**config.mk**
```make
export PLATFORM = sky130hd
export DESIGN_NAME = vga_sync_gen
export DESIGN_NICKNAME = d
export VERILOG_FILES = /design/src/rtl/vga_sync_gen.sv
export SDC_FILE = /design/constraint.sdc
export NUM_CORES = 1
export LEC_CHECK = 0
export BUFFER_PORTS_ARGS = -buffer_cell sky130_fd_sc_hd__buf_2
export CAP_MARGIN = 5
export CORE_ASPECT_RATIO = 0.75
export CORE_MARGIN = 3
export CORE_UTILIZATION = 45
export CTS_CLUSTER_SIZE = 12
export DETAILED_ROUTE_END_ITERATION = 16
export PLACE_DENSITY = 0.67
export SYNTH_ARGS = -nofsm -noshare
export SYNTH_HDL_FRONTEND = slang
export SYNTH_SLANG_ARGS = --single-unit
```
**constraint.sdc**
```tcl
create_clock -name clock -period 3.5 [get_ports clock]
set_clock_uncertainty 0.05 [all_clocks]
set_input_delay 0 -clock clock [delete_from_list [all_inputs] [get_ports clock]]
set_output_delay 0 -clock clock [all_outputs]
set_load 0.02 [all_outputs]
```
**src/rtl/vga_sync_gen.sv**
```systemverilog
// VGA horizontal/vertical timing generator. Advances one pixel per pixel_en strobe and
// registers sync, visible-area, coordinate and line/frame start outputs together.
module vga_sync_gen #(
  parameter int unsigned H_VISIBLE = 640,
  parameter int unsigned H_FRONT   = 16,
  parameter int unsigned H_SYNC    = 96,
  parameter int unsigned H_BACK    = 48,
  parameter int unsigned V_VISIBLE = 480,
  parameter int unsigned V_FRONT   = 10,
  parameter int unsigned V_SYNC    = 2,
  parameter int unsigned V_BACK    = 33,
  parameter int unsigned SYNC_POL  = 0,
  parameter int unsigned CW        = 10
) (
  input  logic          clock,
  input  logic          reset,
  input  logic          pixel_en,
  output logic          hsync,
  output logic          vsync,
  output logic          video_on,
  output logic [CW-1:0] x,
  output logic [CW-1:0] y,
  output logic          line_start,
  output logic          frame_start
);

  localparam int unsigned H_TOTAL    = H_VISIBLE + H_FRONT + H_SYNC + H_BACK;
  localparam int unsigned V_TOTAL    = V_VISIBLE + V_FRONT + V_SYNC + V_BACK;
  localparam int unsigned HSyncStart = H_VISIBLE + H_FRONT;
  localparam int unsigned HSyncEnd   = H_VISIBLE + H_FRONT + H_SYNC;
  localparam int unsigned VSyncStart = V_VISIBLE + V_FRONT;
  localparam int unsigned VSyncEnd   = V_VISIBLE + V_FRONT + V_SYNC;

  localparam logic [CW-1:0] HLast  = CW'(H_TOTAL - 1);
  localparam logic [CW-1:0] VLast  = CW'(V_TOTAL - 1);
  localparam logic          SyncOn = (SYNC_POL != 0);

  // Both totals must fit in CW bits, otherwise the counters cannot reach their last value.
  if ((((H_TOTAL - 1) >> CW) != 0) || (((V_TOTAL - 1) >> CW) != 0)) begin : g_bad_cfg
    $error("vga_sync_gen: H_TOTAL/V_TOTAL exceed 2**CW");
  end

  logic [CW-1:0] h_q, h_d;
  logic [CW-1:0] v_q, v_d;
  logic [CW-1:0] x_q, x_d;
  logic [CW-1:0] y_q, y_d;
  logic          hsync_q, hsync_d;
  logic          vsync_q, vsync_d;
  logic          video_on_q, video_on_d;
  logic          line_start_q, line_start_d;
  logic          frame_start_q, frame_start_d;
  logic          h_wrap, v_wrap;

  always_comb begin
    h_wrap = (h_q == HLast);
    v_wrap = (v_q == VLast);
    h_d    = h_q;
    v_d    = v_q;
    if (pixel_en) begin
      h_d = h_wrap ? '0 : h_q + CW'(1);
      if (h_wrap) begin
        v_d = v_wrap ? '0 : v_q + CW'(1);
      end
    end
  end

  // Outputs are decoded from the next counter values so they land on the same edge.
  always_comb begin
    x_d           = x_q;
    y_d           = y_q;
    hsync_d       = hsync_q;
    vsync_d       = vsync_q;
    video_on_d    = video_on_q;
    line_start_d  = 1'b0;
    frame_start_d = 1'b0;
    if (pixel_en) begin
      x_d           = h_d;
      y_d           = v_d;
      video_on_d    = (32'(h_d) < H_VISIBLE) && (32'(v_d) < V_VISIBLE);
      hsync_d       = ((32'(h_d) >= HSyncStart) && (32'(h_d) < HSyncEnd)) ? SyncOn : ~SyncOn;
      vsync_d       = ((32'(v_d) >= VSyncStart) && (32'(v_d) < VSyncEnd)) ? SyncOn : ~SyncOn;
      line_start_d  = (h_d == '0);
      frame_start_d = (h_d == '0) && (v_d == '0);
    end
  end

  // Counters park on their last value so the first strobe after reset lands on (0,0).
  always_ff @(posedge clock or negedge reset) begin
    if (!reset) begin
      h_q           <= HLast;
      v_q           <= VLast;
      x_q           <= '0;
      y_q           <= '0;
      hsync_q       <= ~SyncOn;
      vsync_q       <= ~SyncOn;
      video_on_q    <= 1'b0;
      line_start_q  <= 1'b0;
      frame_start_q <= 1'b0;
    end else begin
      h_q           <= h_d;
      v_q           <= v_d;
      x_q           <= x_d;
      y_q           <= y_d;
      hsync_q       <= hsync_d;
      vsync_q       <= vsync_d;
      video_on_q    <= video_on_d;
      line_start_q  <= line_start_d;
      frame_start_q <= frame_start_d;
    end
  end

  assign x           = x_q;
  assign y           = y_q;
  assign hsync       = hsync_q;
  assign vsync       = vsync_q;
  assign video_on    = video_on_q;
  assign line_start  = line_start_q;
  assign frame_start = frame_start_q;

endmodule

```
==> report_table.html, run 1 <==
<table>
<tr><th>Metric</th><th>Value</th></tr>
<tr><th colspan="2">Status</th></tr>
<tr><td>Outcome</td><td>complete, no violations</td></tr>
<tr><th colspan="2">Power and ir drop</th></tr>
<tr><td>Switching power summed over all nets</td><td>0.000461 W</td></tr>
<tr><td>Share of power burned in combinational logic</td><td>23.7%</td></tr>
<tr><td>Switching share of total power</td><td>34.8%</td></tr>
<tr><td>Share of power burned in registers</td><td>53.0%</td></tr>
<tr><td>IR Drop Worst-Case VDD</td><td>0.226 mV</td></tr>
<tr><td>LEAKAGE</td><td>1.14 nW</td></tr>
<tr><td>Internal power of the cells</td><td>0.000864 W</td></tr>
<tr><td>Clk network pwr share</td><td>23.3%</td></tr>
<tr><td>Power per Cell Area</td><td>471 mW/mm^2</td></tr>
<tr><th colspan="2">Floorplan</th></tr>
<tr><td>Boundary pin count</td><td>28</td></tr>
<tr><td>Initial standard-cell utilization of the core</td><td>47.6%</td></tr>
<tr><td>Die W</td><td>93.6 um</td></tr>
<tr><td>Num rows</td><td>23</td></tr>
<tr><td>Std-Cell Core Area</td><td>0.00544 mm^2</td></tr>
<tr><td>Die footprint</td><td>0.00671 mm^2</td></tr>
<tr><td>Height of the die</td><td>71.7 um</td></tr>
<tr><th colspan="2">GRT</th></tr>
<tr><td>Total global routing track utilization</td><td>18.4%</td></tr>
<tr><td>First-pass GRT wire length</td><td>9720 um</td></tr>
<tr><td>Pin count of the biggest net entering global routing</td><td>46</td></tr>
<tr><td>Remaining global-route overflow</td><td>0</td></tr>
<tr><td>Initial antenna violation count</td><td>0</td></tr>
<tr><td>Vias in the first global route</td><td>1943</td></tr>
<tr><th colspan="2">Drt</th></tr>
<tr><td>Remaining DRCs</td><td>0</td></tr>
<tr><td>Wirelength, routed</td><td>5800 um</td></tr>
<tr><td>Via count</td><td>2110</td></tr>
<tr><td>Average wire per cell in the routed design</td><td>15.8 um</td></tr>
<tr><td>Vias per cell</td><td>5.77</td></tr>
<tr><td>DRT antenna net count</td><td>0</td></tr>
<tr><td>Number of search-and-repair iterations in the first detailed-routing pass</td><td>5</td></tr>
<tr><td>Initial DRC count</td><td>225</td></tr>
<tr><th colspan="2">Place</th></tr>
<tr><td>Placed wire-length estimate</td><td>4120 um</td></tr>
<tr><td>Routability Congestion</td><td>0.840</td></tr>
<tr><td>Count of port buffers added during placement</td><td>27</td></tr>
<tr><td>Minimum setup slack after placement</td><td>0.735 ns</td></tr>
<tr><th colspan="2">Worst setup path</th></tr>
<tr><td>Critical-path maximum fanout</td><td>8</td></tr>
<tr><td>Required time at the endpoint of the critical path</td><td>3.69 ns</td></tr>
<tr><td>WS Path Type</td><td>flip-flop to flip-flop</td></tr>
<tr><td>Data arrival time of the critical path</td><td>2.97 ns</td></tr>
<tr><td>Nature of the critical path endpoint</td><td>flip-flop</td></tr>
<tr><td>Reg2Reg Depth</td><td>8</td></tr>
<tr><td>Crit start category</td><td>flip-flop</td></tr>
<tr><th colspan="2">Logic synthesis</th></tr>
<tr><td>Async set or reset register ratio after synthesis</td><td>100%</td></tr>
<tr><td>Number of distinct library cells after synthesis</td><td>53</td></tr>
<tr><td>Top cell type by total area after synthesis</td><td>dfrtp_1</td></tr>
<tr><td>Sequential area share after synthesis</td><td>44.1%</td></tr>
<tr><td>Number of synthesis warnings</td><td>0</td></tr>
<tr><td>Leading cell type by number of instances after synthesis</td><td>dfrtp_1</td></tr>
<tr><td>Most common flop cell mapped by yosys</td><td>dfrtp_1</td></tr>
<tr><td>Syn avg cell area</td><td>9.37 um^2</td></tr>
<tr><td>Cell count after synthesis</td><td>276</td></tr>
<tr><td>Number of synthesized register bits</td><td>45</td></tr>
<tr><td>Synthesized area</td><td>0.00259 mm^2</td></tr>
<tr><td>Most used standard cells in the synthesized netlist</td><td>dfrtp_1 (33), nor2_1 (31), a21oi_1 (19), nand2_1 (19), nand3_1 (16)</td></tr>
<tr><td>Largest cells by area after synthesis</td><td>dfrtp_1 (32%), dfstp_2 (12%), nor2_1 (4.5%)</td></tr>
<tr><td>Post-synth net total</td><td>282</td></tr>
<tr><td>Number of synthesized flops with an enable pin</td><td>0</td></tr>
<tr><td>Area share of the leading cell type in the synthesized netlist</td><td>31.9%</td></tr>
<tr><th colspan="2">Finish</th></tr>
<tr><td>Growth of design area from synthesis to finish</td><td>8.70%</td></tr>
<tr><td>Share of layout cells above drive strength 1</td><td>22.0%</td></tr>
<tr><td>Post-Route Utilization</td><td>51.7%</td></tr>
<tr><td>Total number of nets in the final design</td><td>296</td></tr>
<tr><td>Antenna Cells</td><td>0</td></tr>
<tr><th colspan="2">Timing</th></tr>
<tr><td>Relative slew slack</td><td>34.3%</td></tr>
<tr><td>Count of endpoints failing setup in the final report</td><td>0</td></tr>
<tr><td>Period utilisation layout</td><td>79.6%</td></tr>
<tr><td>Worst Slack Setup Final</td><td>0.716 ns</td></tr>
<tr><td>Slew @ Worst Pin</td><td>0.986 ns</td></tr>
<tr><td>RSZ-0062 raised after global routing</td><td>no</td></tr>
<tr><td>Number of max-slew violations in the final report</td><td>0</td></tr>
<tr><td>Final min period</td><td>2.78 ns</td></tr>
<tr><td>Number of failing hold endpoints at the final stage</td><td>0</td></tr>
<tr><td>Timing-limited maximum frequency</td><td>359 MHz</td></tr>
<tr><td>Setup TNS</td><td>0 ns</td></tr>
<tr><td>Worst Hold Slack</td><td>0.0445 ns</td></tr>
<tr><th colspan="2">Clock tree</th></tr>
<tr><td>CTS buffer count</td><td>5</td></tr>
<tr><td>Resize count post-CTS</td><td>0</td></tr>
<tr><td>TritonCTS clock tree</td><td>done</td></tr>
<tr><td>CTS sink count</td><td>45</td></tr>
<tr><td>Clock insertion delay at the later pin of the skew report</td><td>0.30 ns</td></tr>
<tr><td>Clk Tree Root Cell</td><td>clkbuf_8</td></tr>
<tr><td>Htree depth</td><td>2</td></tr>
<tr><td>Max clock buf depth</td><td>2</td></tr>
<tr><td>Clock transition at the register clock pins on the worst setup and hold paths after CTS</td><td>0.08 ns</td></tr>
<tr><th colspan="2">Run</th></tr>
<tr><td>Number of max-cap violations</td><td>0</td></tr>
<tr><th colspan="2">Hold path</th></tr>
<tr><td>WHS Path Cells</td><td>3</td></tr>
<tr><td>HP Class</td><td>input port to flip-flop</td></tr>
</table>
routing by layer:
layer / track usage, % / vias to the layer above / part of all wire, %
met5: 0 / - / 0
met4: 7.05 / 0 / 1.8
met3: 3.88 / 9 / 6.7
met2: 24.6 / 78 / 40
met1: 28.8 / 1006 / 52
li1: - / 1017 / -
path summary, 6_finish.rpt:
check	from	end	slack, ns
max reg2reg	h_q[0]$_DFF_PN1_	frame_start$_DFF_PN0_	0.72
min in group asynchronous	reset	x[6]$_DFFE_PN0P_	0.35
max	h_q[0]$_DFF_PN1_	frame_start$_DFF_PN0_	0.72
min	pixel_en	h_q[2]$_DFF_PN1_	0.04
max in group asynchronous	reset	x[0]$_DFFE_PN0P_	2.43
min reg2reg	y[4]$_DFFE_PN0P_	y[4]$_DFFE_PN0P_	0.43
stage by stage:
step / power (W) / instance area (um^2) / instances
5_1_grt: 0.00140 / 2810 / 366
4_1_cts: 0.00134 / 2810 / 366
3_3_place_gp: 0.00102 / 2720 / 357
6_report: 0.00133 / 2810 / 366
3_5_place_dp: 0.00102 / 2720 / 357
2_1_floorplan: 0.000932 / 2590 / 276
logic make-up after synthesis:
| family | share of synthesized area (%) |
|---|---|
| and+or+nand+nor | 25.0 |
| muxes | 1.21 |
| DFF | 44.1 |
| AOI/OAI and AO/OA | 15.8 |
| xor gates and xnor gates | 6.77 |
| buffers and inverters | 5.61 |
| adders and majority gates | 1.45 |
registers in the layout (all words and copies together), names as in the netlist:
register / cells
v_q: 10
video_on: 1
h_q: 10
frame_start: 1
x: 10
vsync: 1
line_start: 1
y: 10
hsync: 1
layout make-up:
class | instances | area (um^2)
multi-input combinational | 200 | 1300
inverter | 7 | 26.3
timing repair buffer | 31 | 168
fill | 517 | 2630
clock inverter | 2 | 10.0
clock buffer | 6 | 72.6
sequential | 45 | 1140
tap | 75 | 93.8
power by group through the flow:
| stage | Clock, W | Sequential (W) | Combinational [W] |
|---|---|---|---|
| final | 0.000309 | 0.000702 | 0.000315 |
| after global routing | 0.000341 | 0.000714 | 0.000345 |
| after CTS | 0.000326 | 0.000701 | 0.000316 |
| after detailed placement | 0 | 0.000711 | 0.000313 |
| after global placement | 0 | 0.000707 | 0.000314 |
| after floorplan | 0 | 0.000691 | 0.000240 |
placed cells by master (no fill, tap or decap), types with 8 or more instances in the layout:
cell type / count
a21oi_1: 19
buf_2: 27
dfrtp_1: 33
dfstp_2: 12
nand2_1: 19
nand3_1: 16
nor2_1: 31
o21ai_0: 12
xnor2_1: 12
xor2_1: 8
timing repair:
item,in CTS,in global routing
hold buffers,1,0
buffers inserted,0,0
hold endpoints to repair,33,0
critical path: stages, from the launching register on:
cell	delay [ns]
dfstp_2	0.61
ha_1	0.34
nand2_1	0.22
nor4_4	0.27
buf_4	0.22
nor2_2	0.06
or4_4	0.52
nor4_4	0.22
and4_1	0.21
No activity file was read; power rests on OpenSTA's default activity.
==> run 2, diff against run 1 <==
clock period = 2.7 ns   (was 3.5 ns; I/O delays follow)
==> run 2 against run 1 <==
Compared with the run above: combinational power up 34%; via count fell by 0.76%; clock-buffer cell count increased by 1; wire length increased by 2.2%; sequential cell count is the same; sequential power increased by 29%; design area up 4.1%; global-route usage increased by 0.39 points; non-clock buffer count is 11 higher; register-to-register slack got worse by 0.45 ns; first-iteration DRC count fell by 12%; clock power up 72%; largest cell class unchanged; highest routed layer unchanged.
==> report_table.html, run 2 (synthesis results as in run 1) <==
<table>
<tr><th>Metric</th><th>Value</th></tr>
<tr><th colspan="2">Finish</th></tr>
<tr><td>Fill cell total of the finished layout</td><td>508 (-1.7%)</td></tr>
<tr><td>Antenna Cells</td><td>0 (unchanged)</td></tr>
<tr><td>Commonest non-fill, non-tap cell in the layout</td><td>dfrtp_1</td></tr>
<tr><td>Share of layout cells above drive strength 1</td><td>24.8% (+2.8 points)</td></tr>
<tr><td>Post-route non-filler standard cell count</td><td>377 (+3.0%)</td></tr>
<tr><td>Final design instance area without fill</td><td>0.00293 mm^2 (+4.1%)</td></tr>
<tr><td>Total number of nets in the final design</td><td>307 (+3.7%)</td></tr>
<tr><td>Commonest non-fill, non-tap cells in the layout</td><td>dfrtp_1 (33), nor2_1 (31), buf_2 (27), nand2_1 (19), a21oi_1 (19)</td></tr>
<tr><td>Post-Route Utilization</td><td>53.9% (+2.1 points)</td></tr>
<tr><td>Growth of design area from synthesis to finish</td><td>13.2%</td></tr>
<tr><th colspan="2">Drt</th></tr>
<tr><td>Via count</td><td>2094 (-0.76%)</td></tr>
<tr><td>DRT antenna net count</td><td>0 (unchanged)</td></tr>
<tr><td>Initial DRC count</td><td>197 (-12%)</td></tr>
<tr><td>Remaining DRCs</td><td>0 (unchanged)</td></tr>
<tr><td>Number of search-and-repair iterations in the first detailed-routing pass</td><td>4 (-1)</td></tr>
<tr><td>Wirelength, routed</td><td>5930 um (+2.2%)</td></tr>
<tr><td>Average wire per cell in the routed design</td><td>15.7 um (-0.74%)</td></tr>
<tr><td>Vias per cell</td><td>5.55 (-3.7%)</td></tr>
<tr><th colspan="2">Run</th></tr>
<tr><td>Number of max-cap violations</td><td>0 (unchanged)</td></tr>
<tr><th colspan="2">Worst setup path</th></tr>
<tr><td>Critical-path maximum fanout</td><td>10 (+2)</td></tr>
<tr><td>Reg-to-reg endpoint</td><td>frame_start$_DFF_PN0_</td></tr>
<tr><td>Register-to-register setup slack</td><td>0.27 ns (-0.45 ns)</td></tr>
<tr><td>Reg-to-Reg Start</td><td>h_q[2]$_DFF_PN1_</td></tr>
<tr><td>Data arrival time of the critical path</td><td>2.62 ns (-0.35 ns)</td></tr>
<tr><td>Crit start category</td><td>flip-flop</td></tr>
<tr><td>Nature of the critical path endpoint</td><td>flip-flop</td></tr>
<tr><td>WS Path Type</td><td>flip-flop to flip-flop</td></tr>
<tr><td>Critical path startpoint</td><td>h_q[2]$_DFF_PN1_</td></tr>
<tr><td>Reg2Reg Depth</td><td>6 (-2)</td></tr>
<tr><td>Worst setup path endpoint</td><td>frame_start$_DFF_PN0_</td></tr>
<tr><td>Required time at the endpoint of the critical path</td><td>2.89 ns (-0.80 ns)</td></tr>
<tr><th colspan="2">Power and ir drop</th></tr>
<tr><td>Clk network pwr share</td><td>28.7% (+5.4 points)</td></tr>
<tr><td>Share of power burned in combinational logic</td><td>22.7% (-1.0 points)</td></tr>
<tr><td>Share of power burned in registers</td><td>48.7% (-4.3 points)</td></tr>
<tr><td>LEAKAGE</td><td>1.20 nW (+6.1%)</td></tr>
<tr><td>IR Drop Worst-Case VDD</td><td>0.285 mV (+26%)</td></tr>
<tr><td>Switching power summed over all nets</td><td>0.000607 W (+32%)</td></tr>
<tr><td>Switching share of total power</td><td>32.7% (-2.1 points)</td></tr>
<tr><td>Internal power of the cells</td><td>0.00125 W (+45%)</td></tr>
<tr><td>Power per Cell Area</td><td>634 mW/mm^2 (+35%)</td></tr>
<tr><th colspan="2">Timing</th></tr>
<tr><td>Worst Slack Setup Final</td><td>0.268 ns (-0.448 ns)</td></tr>
<tr><td>RSZ-0062 raised after global routing</td><td>no</td></tr>
<tr><td>Timing-limited maximum frequency</td><td>411 MHz (+14%)</td></tr>
<tr><td>Period utilisation layout</td><td>90.1% (+11 points)</td></tr>
<tr><td>Slew @ Worst Pin</td><td>0.979 ns (-0.00718 ns)</td></tr>
<tr><td>Number of failing hold endpoints at the final stage</td><td>0 (unchanged)</td></tr>
<tr><td>Final min period</td><td>2.43 ns (-0.352 ns)</td></tr>
<tr><td>Count of endpoints failing setup in the final report</td><td>0 (unchanged)</td></tr>
<tr><td>Number of max-slew violations in the final report</td><td>0 (unchanged)</td></tr>
<tr><td>Relative slew slack</td><td>34.7% (+0.48 points)</td></tr>
<tr><td>Setup TNS</td><td>0 ns (unchanged)</td></tr>
<tr><th colspan="2">Floorplan</th></tr>
<tr><td>Std-Cell Core Area</td><td>0.00544 mm^2 (unchanged)</td></tr>
<tr><td>Boundary pin count</td><td>28 (unchanged)</td></tr>
<tr><td>Num rows</td><td>23 (unchanged)</td></tr>
<tr><td>Initial standard-cell utilization of the core</td><td>47.6% (unchanged)</td></tr>
<tr><td>Die W</td><td>93.6 um (unchanged)</td></tr>
<tr><td>Height of the die</td><td>71.7 um (unchanged)</td></tr>
<tr><td>Die footprint</td><td>0.00671 mm^2 (unchanged)</td></tr>
<tr><th colspan="2">Clock tree</th></tr>
<tr><td>TritonCTS clock tree</td><td>done</td></tr>
<tr><td>Resize count post-CTS</td><td>0 (unchanged)</td></tr>
<tr><td>Htree depth</td><td>2 (unchanged)</td></tr>
<tr><td>Clock transition at the register clock pins on the worst setup and hold paths after CTS</td><td>0.08 ns (about the same)</td></tr>
<tr><td>Clk Tree Root Cell</td><td>clkbuf_8</td></tr>
<tr><td>CTS sink count</td><td>45 (unchanged)</td></tr>
<tr><td>Clock insertion delay at the later pin of the skew report</td><td>0.30 ns (about the same)</td></tr>
<tr><td>Max clock buf depth</td><td>2 (unchanged)</td></tr>
<tr><td>CTS buffer count</td><td>5 (unchanged)</td></tr>
<tr><th colspan="2">Status</th></tr>
<tr><td>Outcome</td><td>complete, no violations</td></tr>
<tr><th colspan="2">GRT</th></tr>
<tr><td>First-pass GRT wire length</td><td>9830 um (+1.2%)</td></tr>
<tr><td>Remaining global-route overflow</td><td>0 (unchanged)</td></tr>
<tr><td>Vias in the first global route</td><td>1901 (-2.2%)</td></tr>
<tr><td>Total global routing track utilization</td><td>18.8% (+0.39 points)</td></tr>
<tr><td>Pin count of the biggest net entering global routing</td><td>46 (unchanged)</td></tr>
<tr><td>Initial antenna violation count</td><td>0 (unchanged)</td></tr>
<tr><th colspan="2">Place</th></tr>
<tr><td>Placed instance count</td><td>366 (+2.5%)</td></tr>
<tr><td>Minimum setup slack after placement</td><td>0.300 ns (-0.435 ns)</td></tr>
<tr><td>Placed wire-length estimate</td><td>4260 um (+3.3%)</td></tr>
<tr><td>Routability Congestion</td><td>0.850 (+1.2%)</td></tr>
<tr><td>Count of port buffers added during placement</td><td>27 (unchanged)</td></tr>
<tr><td>Post-DP Area</td><td>0.00279 mm^2 (+2.5%)</td></tr>
<tr><th colspan="2">Hold path</th></tr>
<tr><td>HP Class</td><td>input port to flip-flop</td></tr>
</table>
==> run 2: changes by cell type in the layout (fill, tap and decap cells not counted) <==
cell / delta
clkinv_2: -2
clkbuf_8: +1
buf_4: +11
bufinv_16: +1
==> run 2: per-stage QoR <==
step                power [W]  hold WS (ns)
floorplan             0.00121        -0.346
global placement      0.00133         0.172
detailed placement    0.00133         0.177
CTS                   0.00187        0.0312
global route          0.00195        0.0493
finish                0.00186        0.0461
==> run 2: repair_timing <==
action	in CTS	in global routing
hold buffers	1	0
setup buffers	0	2
endpoints found under the setup margin	0	1
endpoints found under the hold margin	33	0
==> run 2: power by group through the flow <==
| stage | clock (W) | sequential (W) | combinational (W) |
|---|---|---|---|
| 2_1_floorplan | 0 | 0.000896 | 0.000312 |
| 3_3_place_gp | 0 | 0.000909 | 0.000416 |
| 3_5_place_dp | 0 | 0.000913 | 0.000418 |
| 4_1_cts | 0.000544 | 0.000901 | 0.000421 |
| 5_1_grt | 0.000567 | 0.000922 | 0.000462 |
| 6_report | 0.000532 | 0.000903 | 0.000421 |
==> run 2: worst max-delay path, stage by stage, from the launching register on <==
cell	delay, ns
dfstp_2	0.64
nand3_2	0.23
nor3_1	0.29
xor2_1	0.15
or4_4	0.57
nor4_4	0.23
and4_1	0.21
==> run 2: area by class of cell <==
cell class,instances,area [um^2],share of cell area (%)
inverter,7,26.3,0.897
multi-input combinational,200,1300,44.4
timing repair buffer,42,250,8.54
sequential,45,1140,39.0
tap,75,93.8,3.20
clock buffer,7,86.3,2.95
clock inverter,1,30.0,1.03
==> run 2: how the worst min path moves through the flow <==
| stage | start | end | cells after the start |
|---|---|---|---|
| 2_1_floorplan | reset | frame_start$_DFF_PN0_ | 0 |
| 3_3_place_gp | reset | x[4]$_DFFE_PN0P_ | 1 |
| 3_5_place_dp | reset | x[4]$_DFFE_PN0P_ | 1 |
| 4_1_cts | pixel_en | h_q[0]$_DFF_PN1_ | 2 |
| 5_1_grt | pixel_en | h_q[0]$_DFF_PN1_ | 2 |
| 6_report | pixel_en | vsync$_DFFE_PN1P_ | 2 |
==> run 2: metal layers <==
| metal | global-route usage (%) | part of all wire (%) |
|---|---|---|
| met5 | 0 | 0 |
| met1 | 30.9 | 55 |
| met4 | 5.45 | 0.89 |
| met2 | 23.7 | 39 |
| met3 | 4.72 | 5.2 |
==> run 3, diff against run 2 <==
MAX_ROUTING_LAYER = met4   (was unset)
PLACE_DENSITY = 0.76   (was 0.67)
clock period = 2.5 ns   (was 2.7 ns; I/O delays follow)
==> run 3 against run 2 <==
Compared with the run above: design area increased by 2.3%; global-route usage increased by 1.1 points; first-iteration DRC count increased by 1.5%; worst hold slack improved by 0.033 ns; largest cell class unchanged; highest routed layer unchanged.
==> report_table.html, run 3 (synthesis results as in run 1) <==
<table>
<tr><th>Metric</th><th>Value</th></tr>
<tr><th colspan="2">Timing</th></tr>
<tr><td>Number of max-slew violations in the final report</td><td>0 (unchanged)</td></tr>
<tr><td>Period utilisation layout</td><td>97.7% (+7.6 points)</td></tr>
<tr><td>Slew @ Worst Pin</td><td>1.00 ns (+0.0234 ns)</td></tr>
<tr><td>Number of failing hold endpoints at the final stage</td><td>0 (unchanged)</td></tr>
<tr><td>Timing-limited maximum frequency</td><td>410 MHz (-0.37%)</td></tr>
<tr><td>Setup TNS</td><td>0 ns (unchanged)</td></tr>
<tr><td>Final min period</td><td>2.44 ns (+0.00903 ns)</td></tr>
<tr><td>Count of endpoints failing setup in the final report</td><td>0 (unchanged)</td></tr>
<tr><td>Relative slew slack</td><td>33.2% (-1.6 points)</td></tr>
<tr><th colspan="2">GRT</th></tr>
<tr><td>Total global routing track utilization</td><td>19.9% (+1.1 points)</td></tr>
<tr><td>Initial antenna violation count</td><td>0 (unchanged)</td></tr>
<tr><td>First-pass GRT wire length</td><td>10300 um (+4.4%)</td></tr>
<tr><td>Pin count of the biggest net entering global routing</td><td>46 (unchanged)</td></tr>
<tr><td>Vias in the first global route</td><td>2014 (+5.9%)</td></tr>
<tr><td>Remaining global-route overflow</td><td>0 (unchanged)</td></tr>
<tr><th colspan="2">Worst setup path</th></tr>
<tr><td>Nature of the critical path endpoint</td><td>flip-flop</td></tr>
<tr><td>Cell at the slowest stage of the critical path</td><td>dfstp_2</td></tr>
<tr><td>Buffers plus inverters on the worst setup path</td><td>1 (+1)</td></tr>
<tr><td>WS Path Type</td><td>flip-flop to flip-flop</td></tr>
<tr><td>Required time at the endpoint of the critical path</td><td>2.64 ns (-0.25 ns)</td></tr>
<tr><td>Number of cells on the critical path</td><td>7 (+1)</td></tr>
<tr><td>Delay of the slowest cell on the worst path</td><td>0.63 ns (about the same)</td></tr>
<tr><td>Critical-path maximum fanout</td><td>10 (unchanged)</td></tr>
<tr><td>Data arrival time of the critical path</td><td>2.58 ns (-0.04 ns)</td></tr>
<tr><td>Reg2Reg Depth</td><td>7 (+1)</td></tr>
<tr><td>Crit start category</td><td>flip-flop</td></tr>
<tr><td>Ordered cell list for the critical path</td><td>nand3_4, or4_4, buf_2, nor2_1, xor2_1, nor3_1, and4_1</td></tr>
<tr><td>Crit-path leading delay family</td><td>simple AND/OR/NAND/NOR gates</td></tr>
<tr><th colspan="2">Finish</th></tr>
<tr><td>Commonest non-fill, non-tap cells in the layout</td><td>dfrtp_1 (33), nor2_1 (31), buf_2 (28), a21oi_1 (19), buf_4 (19)</td></tr>
<tr><td>Final design instance area without fill</td><td>0.00300 mm^2 (+2.3%)</td></tr>
<tr><td>Fill cell total of the finished layout</td><td>470 (-7.5%)</td></tr>
<tr><td>Growth of design area from synthesis to finish</td><td>15.8%</td></tr>
<tr><td>Area of all sequential standard cells</td><td>0.00114 mm^2 (unchanged)</td></tr>
<tr><td>Share of layout cells above drive strength 1</td><td>27.6% (+2.8 points)</td></tr>
<tr><td>Post-Route Utilization</td><td>55.1% (+1.2 points)</td></tr>
<tr><td>Antenna Cells</td><td>0 (unchanged)</td></tr>
<tr><td>Total number of nets in the final design</td><td>313 (+2.0%)</td></tr>
<tr><td>Area of combinational cells with multiple inputs</td><td>0.00133 mm^2 (+1.8%)</td></tr>
<tr><td>Commonest non-fill, non-tap cell in the layout</td><td>dfrtp_1</td></tr>
<tr><th colspan="2">Power and ir drop</th></tr>
<tr><td>LEAKAGE</td><td>1.24 nW (+3.0%)</td></tr>
<tr><td>IR Drop Worst-Case VDD</td><td>0.382 mV (+34%)</td></tr>
<tr><td>Power per Cell Area</td><td>686 mW/mm^2 (+8.3%)</td></tr>
<tr><th colspan="2">Floorplan</th></tr>
<tr><td>Initial standard-cell utilization of the core</td><td>47.6% (unchanged)</td></tr>
<tr><td>Std-Cell Core Area</td><td>0.00544 mm^2 (unchanged)</td></tr>
<tr><td>Boundary pin count</td><td>28 (unchanged)</td></tr>
<tr><td>Die W</td><td>93.6 um (unchanged)</td></tr>
<tr><td>Die footprint</td><td>0.00671 mm^2 (unchanged)</td></tr>
<tr><td>Height of the die</td><td>71.7 um (unchanged)</td></tr>
<tr><td>Num rows</td><td>23 (unchanged)</td></tr>
<tr><th colspan="2">Drt</th></tr>
<tr><td>Via count</td><td>2209 (+5.5%)</td></tr>
<tr><td>Remaining DRCs</td><td>0 (unchanged)</td></tr>
<tr><td>Average wire per cell in the routed design</td><td>16.2 um (+2.9%)</td></tr>
<tr><td>Vias per cell</td><td>5.77 (+3.8%)</td></tr>
<tr><td>DRT antenna net count</td><td>0 (unchanged)</td></tr>
<tr><td>Number of search-and-repair iterations in the first detailed-routing pass</td><td>6 (+2)</td></tr>
<tr><td>Wirelength, routed</td><td>6200 um (+4.6%)</td></tr>
<tr><td>Initial DRC count</td><td>200 (+1.5%)</td></tr>
<tr><th colspan="2">Status</th></tr>
<tr><td>Outcome</td><td>complete, no violations</td></tr>
<tr><th colspan="2">Hold path</th></tr>
<tr><td>HP Class</td><td>input port to flip-flop</td></tr>
<tr><td>WHS Path Cells</td><td>2 (unchanged)</td></tr>
<tr><th colspan="2">Place</th></tr>
<tr><td>Routability Congestion</td><td>0.926 (+8.9%)</td></tr>
<tr><td>Post-DP Area</td><td>0.00281 mm^2 (+0.81%)</td></tr>
<tr><td>Count of port buffers added during placement</td><td>27 (unchanged)</td></tr>
<tr><td>Placed wire-length estimate</td><td>4370 um (+2.6%)</td></tr>
<tr><th colspan="2">Clock tree</th></tr>
<tr><td>CTS sink count</td><td>45 (unchanged)</td></tr>
<tr><td>CTS buffer count</td><td>5 (unchanged)</td></tr>
<tr><td>Clk Tree Root Cell</td><td>clkbuf_8</td></tr>
<tr><td>Max clock buf depth</td><td>2 (unchanged)</td></tr>
<tr><td>Clock transition at the register clock pins on the worst setup and hold paths after CTS</td><td>0.08 ns (about the same)</td></tr>
<tr><td>Htree depth</td><td>2 (unchanged)</td></tr>
<tr><td>Clock insertion delay at the later pin of the skew report</td><td>0.29 ns (about the same)</td></tr>
<tr><td>TritonCTS clock tree</td><td>done</td></tr>
<tr><th colspan="2">Run</th></tr>
<tr><td>Number of max-cap violations</td><td>0 (unchanged)</td></tr>
</table>
## run 3: cell types whose count changed in the layout (fill, tap and decap cells not counted), sizes merged
cell,change
buf,+6
## run 3: cell type report
| class | instances | share of cell area (%) |
|---|---|---|
| multi-input combinational | 200 | 44.2 |
| sequential | 45 | 38.1 |
| clock buffer | 7 | 2.88 |
| clock inverter | 1 | 1.00 |
| tap | 75 | 3.13 |
| timing repair buffer | 48 | 9.77 |
| inverter | 7 | 0.877 |
## run 3: path summary, 6_finish.rpt
kind / from / to / slack [ns]
max reg2reg: h_q[4]$_DFF_PN1_ / frame_start$_DFF_PN0_ / 0.06
min reg2reg: y[4]$_DFFE_PN0P_ / y[4]$_DFFE_PN0P_ / 0.43
max in group asynchronous: reset / video_on$_DFFE_PN0P_ / 1.42
min: pixel_en / vsync$_DFFE_PN1P_ / 0.08
max: h_q[4]$_DFF_PN1_ / frame_start$_DFF_PN0_ / 0.06
min in group asynchronous: reset / x[7]$_DFFE_PN0P_ / 0.36
## run 3: routing by layer
layer	vias to the layer above	GRT usage [%]	part of all wire, %
met3	4	3.67	8.8
met1	1047	31.5	50
li1	1047	-	-
met4	0	4.01	0.47
met5	-	-	0
met2	111	26.2	41
## run 3: metrics by stage
stage,hold WS (ns),setup slack (ns),instances,power [W]
2_1_floorplan,-0.346,0.0403,276,0.00130
5_1_grt,0.0730,-0.0153,383,0.00217
3_5_place_dp,0.167,0.110,369,0.00147
3_3_place_gp,0.162,0.189,369,0.00146
4_1_cts,0.0568,0.0704,378,0.00204
6_report,0.0795,0.0587,383,0.00206
## run 3: repair_timing
action / in CTS / in global routing
hold endpoints to repair: 33 / 0
resized for setup: 0 / 5
hold buffers: 1 / 0
endpoints found under the setup margin: 0 / 3
setup buffers: 0 / 5
## run 3: where the power goes
group / total, W / internal (W) / leakage (nW) / switching (W)
registers: 0.000939 / 0.000845 / 0.543 / 0.0000943
logic: 0.000547 / 0.000211 / 0.639 / 0.000336
clock network: 0.000569 / 0.000326 / 0.0585 / 0.000243
## run 3: worst register-to-register path, delay by kind of cell, from the launching register on
kind                   cells  cell delay, ns
AND/OR/NAND/NOR            5            1.18
flip-flops                 1            0.63
XOR/XNOR                   1            0.27
buffers and inverters      1            0.20
